### src/rtl/cpu_pkg.sv
// Shared state encoding and opcode-field helpers for the accumulator CPU sequencer.
package cpu_pkg;

  typedef enum logic [3:0] {
    FETCH0, FETCH1, FETCHD, DECODE, PTR0, PTR1,
    RD0, RD1, WR0, WR1, EXEC, HALT
  } seq_state_t;

  // Opcode bit 7 (inst[15]) marks a two-byte instruction.
  localparam logic [7:0] ONE_ARG  = 8'h80;
  localparam int         SRC_LSB  = 9;
  localparam logic [1:0] SRC_DATA = 2'b01;

  function automatic logic is_two_byte(input logic [7:0] opc);
    return (opc & ONE_ARG) != 8'h00;
  endfunction

  // Source-data forms carry one more byte after the argument byte.
  function automatic logic has_data_byte(input logic [15:0] ins);
    return (ins[15:14] == 2'b10) && (ins[SRC_LSB+1:SRC_LSB] == SRC_DATA);
  endfunction

endpackage

### src/rtl/cpu_mem_port.sv
// Byte-wide memory port: issues a request while i_start is high and freezes we/addr/wdata until ack.
// No added latency (ack in the first cycle completes it); the caller stalls until o_done.
module cpu_mem_port (
  input  logic        clk,
  input  logic        rst,
  input  logic        i_start,
  input  logic        i_we,
  input  logic [15:0] i_addr,
  input  logic [7:0]  i_wdata,
  output logic        o_done,
  output logic [7:0]  o_rdata,
  output logic        o_mem_req,
  output logic        o_mem_we,
  output logic [15:0] o_mem_addr,
  output logic [7:0]  o_mem_wdata,
  input  logic [7:0]  i_mem_rdata,
  input  logic        i_mem_ack
);

  logic        r_busy;
  logic        r_we;
  logic [15:0] r_addr;
  logic [7:0]  r_wdata;
  logic        w_req;

  // Reset kills any outstanding request in the same cycle.
  assign w_req = i_start & ~rst;

  always_ff @(posedge clk) begin
    if (rst) begin
      r_busy  <= 1'b0;
      r_we    <= 1'b0;
      r_addr  <= 16'h0000;
      r_wdata <= 8'h00;
    end else begin
      r_busy <= w_req & ~i_mem_ack;
      if (w_req && !r_busy) begin
        r_we    <= i_we;
        r_addr  <= i_addr;
        r_wdata <= i_wdata;
      end
    end
  end

  // First cycle passes the command through; wait cycles replay the captured copy.
  assign o_mem_req   = w_req;
  assign o_mem_we    = w_req & (r_busy ? r_we : i_we);
  assign o_mem_addr  = w_req ? (r_busy ? r_addr : i_addr) : 16'h0000;
  assign o_mem_wdata = w_req ? (r_busy ? r_wdata : i_wdata) : 8'h00;
  assign o_done      = w_req & i_mem_ack;
  assign o_rdata     = i_mem_rdata;

endmodule

### src/rtl/cpu_sequencer.sv
// Fetch/operand/execute controller: owns the PC, fetches instructions and operands, pulses exec_stb.
// Min 3 cycles per 1-byte instruction; every memory state stalls until mem_ack.
module cpu_sequencer
  import cpu_pkg::*;
#(
  parameter logic [15:0] RESET_PC = 16'h0000
) (
  input  logic        clk,
  input  logic        rst,
  output logic        mem_req,
  output logic        mem_we,
  output logic [15:0] mem_addr,
  output logic [7:0]  mem_wdata,
  input  logic [7:0]  mem_rdata,
  input  logic        mem_ack,
  output logic [15:0] inst,
  output logic [7:0]  data,
  output logic        dec_en,
  input  logic [15:0] dec_rhs,
  input  logic        dec_inst_halt,
  input  logic        dec_inst_store,
  input  logic        dec_inst_branch,
  input  logic        dec_inst_if,
  input  logic        dec_source_ram,
  input  logic        dec_source_indirect,
  input  logic [15:0] accum,
  input  logic        skip_next,
  output logic [15:0] operand,
  output logic        exec_stb,
  output logic [15:0] pc,
  output logic        halted
);

  seq_state_t  r_state, w_state_nxt;
  logic [15:0] r_pc, w_pc_nxt;
  logic [15:0] r_inst, w_inst_nxt;
  logic [7:0]  r_data, w_data_nxt;
  logic [15:0] r_addr, w_addr_nxt;
  logic [15:0] r_operand, w_operand_nxt;
  logic        r_skip, w_skip_nxt;

  logic        w_mem_start;
  logic        w_mem_we;
  logic [15:0] w_mem_addr;
  logic [7:0]  w_mem_wdata;
  logic        w_mem_done;
  logic [7:0]  w_mem_rdata;
  logic [15:0] w_ptr_addr;

  cpu_mem_port u_mem_port (
    .clk         (clk),
    .rst         (rst),
    .i_start     (w_mem_start),
    .i_we        (w_mem_we),
    .i_addr      (w_mem_addr),
    .i_wdata     (w_mem_wdata),
    .o_done      (w_mem_done),
    .o_rdata     (w_mem_rdata),
    .o_mem_req   (mem_req),
    .o_mem_we    (mem_we),
    .o_mem_addr  (mem_addr),
    .o_mem_wdata (mem_wdata),
    .i_mem_rdata (mem_rdata),
    .i_mem_ack   (mem_ack)
  );

  // Pointers live in page zero.
  assign w_ptr_addr = {8'h00, dec_rhs[7:0]};

  always_ff @(posedge clk) begin
    if (rst) begin
      r_state   <= FETCH0;
      r_pc      <= RESET_PC;
      r_inst    <= 16'h0000;
      r_data    <= 8'h00;
      r_addr    <= 16'h0000;
      r_operand <= 16'h0000;
      r_skip    <= 1'b0;
    end else begin
      r_state   <= w_state_nxt;
      r_pc      <= w_pc_nxt;
      r_inst    <= w_inst_nxt;
      r_data    <= w_data_nxt;
      r_addr    <= w_addr_nxt;
      r_operand <= w_operand_nxt;
      r_skip    <= w_skip_nxt;
    end
  end

  always_comb begin
    w_state_nxt   = r_state;
    w_pc_nxt      = r_pc;
    w_inst_nxt    = r_inst;
    w_data_nxt    = r_data;
    w_addr_nxt    = r_addr;
    w_operand_nxt = r_operand;
    w_skip_nxt    = r_skip;
    w_mem_start   = 1'b0;
    w_mem_we      = 1'b0;
    w_mem_addr    = r_pc;
    w_mem_wdata   = 8'h00;
    case (r_state)
      FETCH0: begin
        w_mem_start = 1'b1;
        if (w_mem_done) begin
          w_inst_nxt  = {w_mem_rdata, 8'h00};
          w_pc_nxt    = r_pc + 16'd1;
          w_state_nxt = is_two_byte(w_mem_rdata) ? FETCH1 : DECODE;
        end
      end
      FETCH1: begin
        w_mem_start = 1'b1;
        if (w_mem_done) begin
          w_inst_nxt  = {r_inst[15:8], w_mem_rdata};
          w_pc_nxt    = r_pc + 16'd1;
          w_state_nxt = has_data_byte(r_inst) ? FETCHD : DECODE;
        end
      end
      FETCHD: begin
        w_mem_start = 1'b1;
        if (w_mem_done) begin
          w_data_nxt  = w_mem_rdata;
          w_pc_nxt    = r_pc + 16'd1;
          w_state_nxt = DECODE;
        end
      end
      DECODE: begin
        if (r_skip) begin
          w_skip_nxt  = 1'b0;
          w_state_nxt = FETCH0;
        end else if (dec_source_indirect) begin
          w_state_nxt = PTR0;
        end else if (dec_source_ram) begin
          w_addr_nxt  = dec_rhs;
          w_state_nxt = RD0;
        end else if (dec_inst_store) begin
          w_state_nxt = WR0;
        end else begin
          w_state_nxt = EXEC;
        end
      end
      PTR0, PTR1: begin
        w_mem_start = 1'b1;
        w_mem_addr  = (r_state == PTR0) ? w_ptr_addr : w_ptr_addr + 16'd1;
        if (w_mem_done) begin
          if (r_state == PTR0) begin
            w_addr_nxt[7:0] = w_mem_rdata;
            w_state_nxt     = PTR1;
          end else begin
            w_addr_nxt[15:8] = w_mem_rdata;
            w_state_nxt      = RD0;
          end
        end
      end
      RD0, RD1: begin
        w_mem_start = 1'b1;
        w_mem_addr  = (r_state == RD0) ? r_addr : r_addr + 16'd1;
        if (w_mem_done) begin
          if (r_state == RD0) begin
            w_operand_nxt[7:0] = w_mem_rdata;
            w_state_nxt        = RD1;
          end else begin
            w_operand_nxt[15:8] = w_mem_rdata;
            w_state_nxt         = EXEC;
          end
        end
      end
      WR0, WR1: begin
        w_mem_start = 1'b1;
        w_mem_we    = 1'b1;
        w_mem_addr  = (r_state == WR0) ? dec_rhs : dec_rhs + 16'd1;
        w_mem_wdata = (r_state == WR0) ? accum[7:0] : accum[15:8];
        if (w_mem_done) begin
          w_state_nxt = (r_state == WR0) ? WR1 : EXEC;
        end
      end
      EXEC: begin
        w_state_nxt = FETCH0;
        if (dec_inst_halt) begin
          w_state_nxt = HALT;
        end else if (dec_inst_branch) begin
          w_pc_nxt = r_pc + dec_rhs;
        end else if (dec_inst_if && skip_next) begin
          w_skip_nxt = 1'b1;
        end
      end
      HALT: begin
        w_state_nxt = HALT;
      end
      default: begin
        w_state_nxt = FETCH0;
      end
    endcase
  end

  assign inst     = r_inst;
  assign data     = r_data;
  assign operand  = r_operand;
  assign pc       = r_pc;
  assign exec_stb = (r_state == EXEC);
  assign halted   = (r_state == HALT);
  assign dec_en   = r_state inside {DECODE, PTR0, PTR1, RD0, RD1, WR0, WR1, EXEC};

endmodule

### config.mk
export PLATFORM = sky130hd
export DESIGN_NAME = cpu_sequencer
export DESIGN_NICKNAME = d
export VERILOG_FILES = /design/src/rtl/cpu_pkg.sv /design/src/rtl/cpu_mem_port.sv /design/src/rtl/cpu_sequencer.sv
export SDC_FILE = /design/constraint.sdc
export NUM_CORES = 1
export LEC_CHECK = 0
export ABC_AREA = 1
export CAP_MARGIN = 20
export CORE_MARGIN = 10
export CORE_UTILIZATION = 53
export DETAILED_ROUTE_END_ITERATION = 10
export PLACE_DENSITY_LB_ADDON = 0.2
export SLEW_MARGIN = 40
export SYNTH_ARGS = -nofsm -noshare
export SYNTH_HDL_FRONTEND = slang
export SYNTH_HIERARCHICAL = 1
export SYNTH_SLANG_ARGS = --single-unit
### constraint.sdc
create_clock -name clk -period 2.57 [get_ports clk]
set_input_delay 0.514 -clock clk [delete_from_list [all_inputs] [get_ports clk]]
set_output_delay 0.514 -clock clk [all_outputs]
set_load 0.02 [all_outputs]
### Yosys cells after proc, flatten, opt, wreduce, memory -nomap -nowiden

Cells that the tools add are included.

| word-level totals | value |
|---|---|
| bits in registers | 103 |
| bits of input ports | 50 |
| output and inout port bits | 85 |
| logic and storage cells | 129 |

| cells by class | value |
|---|---|
| $add $sub $neg | 5 |
| equal/unequal tests | 29 |
| mux-type cells | 48 |
| bitwise gates (word level) | 8 |
| reductions and logical operators | 25 |

Operators by type and width:

| kind | count |
|---|---|
| 16-bit two-way mux | 12 |
| 16-bit one-hot mux with 2 select lines | 3 |
| 8-bit two-way mux | 7 |
| 16-bit by 1-bit adder with 16-bit output (second input constant) | 3 |
| 16-bit one-hot mux with 3 select lines | 1 |
| 4-bit two-way mux | 11 |
| 4-bit one-hot mux with 9 select lines | 1 |
| 6-bit AND reduction | 3 |
| 16-bit adder | 1 |
| 4-bit by 3-bit equality test with 1-bit output (second input constant) | 4 |
| 4-bit equality test (second input constant) | 4 |
| 2-bit by 1-bit != test with 1-bit output (second input constant) | 8 |
| 2-bit != test (second input constant) | 8 |
| 3-bit AND reduction | 4 |
| 8-bit by 1-bit adder with 9-bit output (second input constant) | 1 |
| 9-bit two-way mux | 1 |
| 9-bit OR reduction | 1 |
| 4-bit by 2-bit equality test with 1-bit output (second input constant) | 2 |
| 2-bit two-way mux | 4 |
| 4-bit AND reduction | 2 |
| 2-bit nonzero test | 4 |
| 8-bit nonzero test | 1 |
| 1-bit two-way mux | 7 |
| 2-bit OR reduction | 3 |
| other kinds (11) | 19 |

### Longest topological paths before layout

Gate-level depths: netlist of the first run.

| depth | value |
|---|---|
| depth after elaboration | 7 |
| gate-level depth with buffers | 18 |

### Hierarchy

The synthesis of the first run kept the hierarchy.

Modules (own cells, without submodules):

| module | times used | cells an instance | area each (µm²) | sequential area each (µm²) |
|---|---|---|---|---|
| cpu_sequencer | 1 | 918 | 5477.8 | 1541.5 |
| cpu_mem_port | 1 | 185 | 1535.2 | 520.5 |

### Worst setup path after synthesis of the first run

Ideal clock, no wire load.

| path | value |
|---|---|
| path kind | reg-to-reg |
| start point | register r_state[0] |
| end point | register r_pc[7], in the netlist pc[7] |
| library setup time | 115 ps |
| data arrival time | 2134 ps |
| data required time | 2455 ps |
| slack | 320 ps |
| cell stages (with the launch flop) | 15 |
| path buffers | 1 |
| cell sequence | dfxtp_1 inv_2 nand2_4 nor2_8 inv_2 clkbuf_1 nor2_1 ha_1 nand2_1 inv_1 a21oi_1 nand2_1 xor2_1 o21ai_0 inv_1 |

| between the ends | value |
|---|---|
| elaborated cells between the ends (all ways) | 21 |

RTL lines:

| what | line | RTL |
|---|---|---|
| from (decl) | cpu_sequencer.sv:34 | `seq_state_t r_state, w_state_nxt;` |
| from (signal assigned) | cpu_sequencer.sv:80 | `r_state <= w_state_nxt;` |
| 4-bit equality test * | -- |  |
| named net exec_stb | cpu_sequencer.sv:29 | `output logic exec_stb,` |
| 2-bit != test (no line) or 2-bit nonzero test (tied branches) | -- |  |
| 4-bit AND reduction (no line) | -- |  |
| to (signal assigned) | cpu_sequencer.sv:81 | `r_pc <= w_pc_nxt;` |
| to (decl) | cpu_sequencer.sv:35 | `logic [15:0] r_pc, w_pc_nxt;` |

The timed path passes the listed nets; every way through them passes the cells marked *.
A chain may end at the register's enable or synchronous reset.

### Worst setup path after layout of the first run

| path | value |
|---|---|
| start point | register r_state[3] |
| end point | output port mem_addr[0] |

| between the ends | value |
|---|---|
| longest elaborated chain between the ends | 5 |
| elaborated cells between the ends (all ways) | 21 |

Ends and longest elaborated chain:

| what | line | RTL |
|---|---|---|
| 4-bit equality test (tied with other cells) | cpu_sequencer.sv:102, cpu_sequencer.sv:171 |  |
| 16-bit two-way mux (tied with other cells) | cpu_sequencer.sv:171 | `w_mem_addr = (r_state == WR0) ? dec_rhs : dec_rhs + 16'd1;` |
| 16-bit one-hot mux with 3 select lines * | cpu_sequencer.sv:102 | `case (r_state)` |
| named net w_mem_addr[0] | cpu_sequencer.sv:44 | `logic [15:0] w_mem_addr;` |
| 16-bit two-way mux * (2 in series) | cpu_mem_port.sv:48 | `assign o_mem_addr = w_req ? (r_busy ? r_addr : i_addr) : 16'h0000;` |
| to (decl) | cpu_sequencer.sv:12 | `output logic [15:0] mem_addr,` |

Marks and branches as above.

==> impl_metrics.toml, run 1 <==
[min_path]
hold_path_class = "reg -> reg"

[clock_tree]
path_clk_slew_ps = 80
clk_latency_ps = 370
cts_buffers = 9
cts_tree = "yes"
cts_root_buffer = "clkbuf_16"
cts_max_path_buffers = 2
htree_levels = 3
clkSinkCount = 103

[status]
violations = "negative setup slack"
status = "complete, but fails checks"

[drt]
dr_wl_met2_um = 12400
drtPass1Iterations = 10
drc = 0
num_vias = 8750
via_per_inst = 5.62
wl_per_cell_um = 17.0
antenna_left = 0
wl_met1_um = 10400
highest_layer = "met4"
wl_met3_um = 2780
first_iter_violations = 1012
finalWirelength_um = 26500

[cells_and_area]
layout.cells.non_filler = 1556
final_cell_area_um2 = 10400
final_cell_mix = "nand2_1 (278), buf_4 (177), nand3_1 (110)"
final_common_cell = "nand2_1"
drive_above_1_share_pct = 28.2
fin_util_pct = 81.1
final_nets = 1447
synthToLayoutAreaGrowth_pct = 47.7
num_antenna_cells = 0

[place]
placedCellCount = 1506
place_hpwl_um = 18500
dpl-instance-area_um2 = 9350
gp_congestion = 0.982
post-place-ws_ps = -907
io_buffers = 134

[critical_path]
required_ps = 2060
crit_path_max_incr_delay_ps = 400
cp.buffers_inverters = 4
crit_slowest_cell = "dfxtp_4"
crit_chain = "inv_2 > nand2_4 > buf_6 > nor2_4 > buf_4 > o21ai_0 > o2111ai_1 > nand4_1 > nand2_1 > buf_4"
cpMostUsedCell = "buf_4"
path_class = "reg -> out"
worstPathArrival_ps = 2130
crit_family = "buffers and inverters"
startpoint_type = "flip-flop"
end_kind = "primary output"
critPathMaxFanout = 6

[floorplanning]
core_area_um2 = 12800
initial_core_util_pct = 54.9
fp-row-count = 41
die_area_um2 = 18200
die_y_um = 135
die_w_um = 135
io_pins = 135

[sta]
setup_violations = 13
fmax_mhz = 378
timing.slew.headroom_pct = 43.4
fin_crit_sh_pct = 103
finalHoldViolCount = 0
fin_ws_ps = -73.7
period_needed_ps = 2640
rsz0062_at_grt = "yes"
slew_viol_final = 0
clock_skew_ps = 9.93
worst_slew_pin_slew_ps = 848

[global_routing]
grt_pass1_vias = 8004
grt_max_degree = 55
grt_overflow = 0
grt_usage_pct = 26.8
grt_pass1_wl_um = 40200
antenna_found_initial = 0

[synthesis]
seq_area_frac_synth_pct = 29.4
synthTopCellsByArea = "dfxtp_1 (29%), nand2_1 (16%), nand3_1 (9.1%)"
syn_nets = 1171
ys_warn_count = 6
synthCells = 1103
netlist.area_leader.share_pct = 29.4
syn_area_per_cell_um2 = 6.36
ys_seq_elements = 103
synth_area_leader_cell = "dfxtp_1"
synth_area_um2 = 7010
ys_types = 44

[power]
power_density_nw_per_um2 = 446
p_leak_nw = 4.83
p_total_mw = 4.62
worst_ir_drop_vdd_mv = 0.322

[run]
cap_violations = 0
==> registers in the layout, summed over array words and instances, names as in the netlist <==
register	count
r_skip	1
u_mem_port/r_we	1
operand	16
u_mem_port/r_addr	16
r_addr	16
data	8
pc	16
inst	16
u_mem_port/r_wdata	8
u_mem_port/r_busy	1
r_state	4
==> cells in the mapped netlist (all sizes together) <==
master,n
a41oi,1
nor4,1
o21bai,1
o21ai,49
o211ai,3
a22o,8
a21boi,2
fa,1
nand3,129
nor3,13
a22oi,1
clkbuf,15
xnor2,3
a31oi,1
nand4,38
buf,36
nor2,124
or2,1
a21oi,96
inv,125
o2111ai,1
o22ai,1
nand2,323
nand3b,2
a211oi,3
dfxtp,103
ha,17
xor2,5
==> where the power goes <==
part / total [mW] / internal [mW] / switching [mW] / leakage [nW]
Combinational: 1.42 / 0.623 / 0.796 / 3.84
Sequential: 1.77 / 1.68 / 0.0914 / 0.841
Clock: 1.44 / 0.702 / 0.735 / 0.151
Total: 4.62 / 3.00 / 1.62 / 4.83
==> logic make-up after synthesis <==
| group | Yosys count | share of synthesized area (%) |
|---|---|---|
| and+or+nand+nor | 631 | 40.1 |
| buffers and inverters | 176 | 12.0 |
| DFF | 103 | 29.4 |
| xor gates and xnor gates | 8 | 0.999 |
| adders and majority gates | 18 | 3.32 |
| AOI/OAI and AO/OA | 167 | 14.1 |
==> through the flow <==
step | setup TNS (ps) | hold slack, ps
4_1_cts | -1.88 | 464
3_5_place_dp | -13390 | 453
2_1_floorplan | 0 | 442
6_report | -428 | 462
3_3_place_gp | -12090 | 449
5_1_grt | -1830 | 484
==> what timing repair did <==
item                                    CTS  global route
setup buffers                            18            16
resized for setup                       182           106
hold buffers                              0             0
pin swaps                                29            42
endpoints found under the setup margin   32            85
==> routing by layer <==
metal	track usage, %	vias up
met2	44.3	493
li1	-	4159
met4	7.89	0
met5	0	-
met1	34.1	4010
met3	5.82	88
==> final cells by class <==
cell class	count	area, um2
repair buffers	316	2730
multi-input cells	824	4520
flip-flops and latches	103	2090
clock inverters	7	86.3
well taps	172	215
fillers	884	2420
inverters	125	492
clock buffers	9	225
==> path summary, 6_finish.rpt <==
path | start | endpoint | slack (ps) | depth (start not counted)
max reg2reg | r_state[1]$_SDFFE_PP0P_ | u_mem_port/r_addr[15]$_SDFFE_PP0P_ | 60 | 17
min | data[4]$_SDFFE_PP0P_ | data[4]$_SDFFE_PP0P_ | 460 | 2
min reg2reg | data[4]$_SDFFE_PP0P_ | data[4]$_SDFFE_PP0P_ | 460 | 2
max | r_state[3]$_SDFFE_PP0P_ | mem_addr[0] | -70 | 10
==> tightest hold or removal path, cell delays in order, from the launching register on <==
cell	delay (ps)
dfxtp_1	310
nand2_1	60
a21oi_1	50
No activity file was read; power rests on OpenSTA's default activity.
==> inputs of run 2 (changes only) <==
REMOVE_ABC_BUFFERS = 1   (was not set)
==> run 2 against run 1 <==
The run still ends with negative setup slack left. Critical path depth unchanged. Worst setup slack gained 55 ps. Register-to-register slack better by 60 ps. Critical endpoint is now mem_addr[12]. Critical path type unchanged. Worst hold slack is essentially flat. Wire length is 6.8% lower. Combinational power is 6% lower. Largest power group unchanged. Non-clock buffer count down 36. Final cell count decreased by 2.3%.
==> impl_metrics.toml, run 2 (synthesized netlist as in run 1, its figures left out) <==
[global_routing]
antenna_found_initial = 0
grt_use_met2_pct = 40.9
grt_usage_pct = 25.4
use_met1_pct = 33.4
grt_max_degree = 72
grt_pass1_vias = 7596
grt_pass1_wl_um = 38200
grt_use_met3_pct = 5.19
busiest_layer = "met2"
grt_overflow = 0

[critical_path]
rr_endpoint = "r_addr[8]$_SDFFE_PP0P_"
critPathMaxFanout = 5
crit_chain = "inv_2 > nand2_4 > buf_4 > nor2_4 > buf_4 > nand3_1 > nand3_1 > nand4_1 > nand2_1 > buf_6"
crit_start = "r_state[2]$_SDFFE_PP0P_"
reg2reg_depth = 14
startpoint_type = "flip-flop"
end_kind = "primary output"
rrSetupSlack_ps = 120
required_ps = 2060
worstPathArrival_ps = 2070
path_class = "reg -> out"
crit_slowest_cell = "dfxtp_4"
r2r_start = "r_state[2]$_SDFFE_PP0P_"
crit_path_max_incr_delay_ps = 380
endpoint = "mem_addr[12]"

[min_path]
hold_path_class = "reg -> reg"

[sta]
fin_crit_sh_pct = 101
clock_skew_ps = 10.9
fin_ws_ps = -18.9
period_needed_ps = 2590
timing.hold.ws_ps = 463
fmax_mhz = 386
tns_ps = -18.9
rsz0062_at_grt = "yes"
worst_slew_pin_slew_ps = 636
finalHoldViolCount = 0
slew_viol_final = 0
timing.slew.headroom_pct = 57.6
setup_violations = 1

[cells_and_area]
drive_above_1_share_pct = 25.4
layout.cells.non_filler = 1520
num_antenna_cells = 0
final_cell_mix = "nand2_1 (285), buf_4 (139), nand3_1 (109)"
final_nets = 1411
final_cell_area_um2 = 10000
fin_util_pct = 78.4
fill_cells = 984
synthToLayoutAreaGrowth_pct = 42.8
final_common_cell = "nand2_1"

[drt]
wl_per_cell_um = 16.3
via_per_inst = 5.46
drtPass1Iterations = 7
finalWirelength_um = 24700
first_iter_violations = 641
antenna_left = 0
num_vias = 8299
drc = 0

[run]
cap_violations = 0

[floorplanning]
die_y_um = 135
fp-row-count = 41
io_pins = 135
die_w_um = 135
core_area_um2 = 12800
initial_core_util_pct = 54.9
die_area_um2 = 18200

[clock_tree]
cts_root_buffer = "clkbuf_16"
cts_buffers = 9
clkSinkCount = 103
clk_latency_ps = 360
cts_tree = "yes"
path_clk_slew_ps = 80
cts_max_path_buffers = 2
htree_levels = 3

[place]
dpl-instance-area_um2 = 9240
post-place-ws_ps = -906
placedCellCount = 1487
gp_congestion = 0.999
io_buffers = 134
place_hpwl_um = 18200

[power]
worst_ir_drop_vdd_mv = 0.398
power_density_nw_per_um2 = 446
p_leak_nw = 4.64
p_total_mw = 4.47

[status]
status = "complete, but fails checks"
violations = "negative setup slack"
-- run 2: changes by cell type in the layout (fill, tap and decap cells not counted), sizes merged --
| cell | previous run | this run |
|---|---|---|
| buf | 207 | 172 |
| clkbuf | 10 | 14 |
| clkdlybuf4s50 | 92 | 94 |
| clkinv | 4 | 3 |
| dlygate4sd2 | 10 | 3 |
| inv | 128 | 129 |
-- run 2: timing repair --
| item | in CTS | in global routing |
|---|---|---|
| endpoints found under the setup margin | 27 | 52 |
| pin swaps | 13 | 50 |
| hold buffers | 0 | 0 |
| gates cloned | 0 | 1 |
| gates resized for setup | 145 | 128 |
| buffers inserted | 5 | 11 |
| hold endpoints to repair | 0 | 0 |
-- run 2: worst min-delay path by stage --
stage / from / to / depth (start not counted)
2_1_floorplan: u_mem_port/r_addr[15]$_SDFFE_PP0P_ / u_mem_port/r_addr[15]$_SDFFE_PP0P_ / 2
3_3_place_gp: u_mem_port/r_we$_SDFFE_PP0P_ / u_mem_port/r_we$_SDFFE_PP0P_ / 2
3_5_place_dp: inst[12]$_SDFFE_PP0P_ / inst[12]$_SDFFE_PP0P_ / 2
4_1_cts: inst[12]$_SDFFE_PP0P_ / inst[12]$_SDFFE_PP0P_ / 2
5_1_grt: u_mem_port/r_addr[3]$_SDFFE_PP0P_ / u_mem_port/r_addr[3]$_SDFFE_PP0P_ / 2
6_report: operand[3]$_SDFFE_PP0P_ / operand[3]$_SDFFE_PP0P_ / 2
-- run 2: layout make-up --
class,count,area (um2),area share [%]
Clock buffer,9,225,2.25
Clock inverter,7,62.6,0.625
Inverter,125,489,4.89
Multi-Input combinational cell,824,4470,44.7
Sequential cell,103,2090,20.8
Tap cell,172,215,2.15
Timing Repair Buffer,280,2460,24.6
-- run 2: routing by layer --
metal	vias to the layer above	routed length, um
met5	-	0
met4	0	509
met3	39	2080
met2	348	11500
met1	3822	10700
li1	4090	-
-- run 2: critical path, delay by kind of cell, from the launching register on --
| family | cells | cell delay, ps |
|---|---|---|
| flops | 1 | 380 |
| simple gates | 6 | 760 |
| buf+inv | 4 | 560 |
-- run 2: where the power goes --
part | internal, mW | leakage, nW | switching [mW]
registers | 1.68 | 0.840 | 0.0868
logic | 0.582 | 3.65 | 0.759
clock network | 0.681 | 0.144 | 0.686
==> inputs of run 3 (changes only) <==
CTS_CLUSTER_DIAMETER = 60   (was not set)
HOLD_SLACK_MARGIN = 0.06   (was not set)
==> results of run 3 <==
Final layout, timing and power as in run 2 (identical DEF).
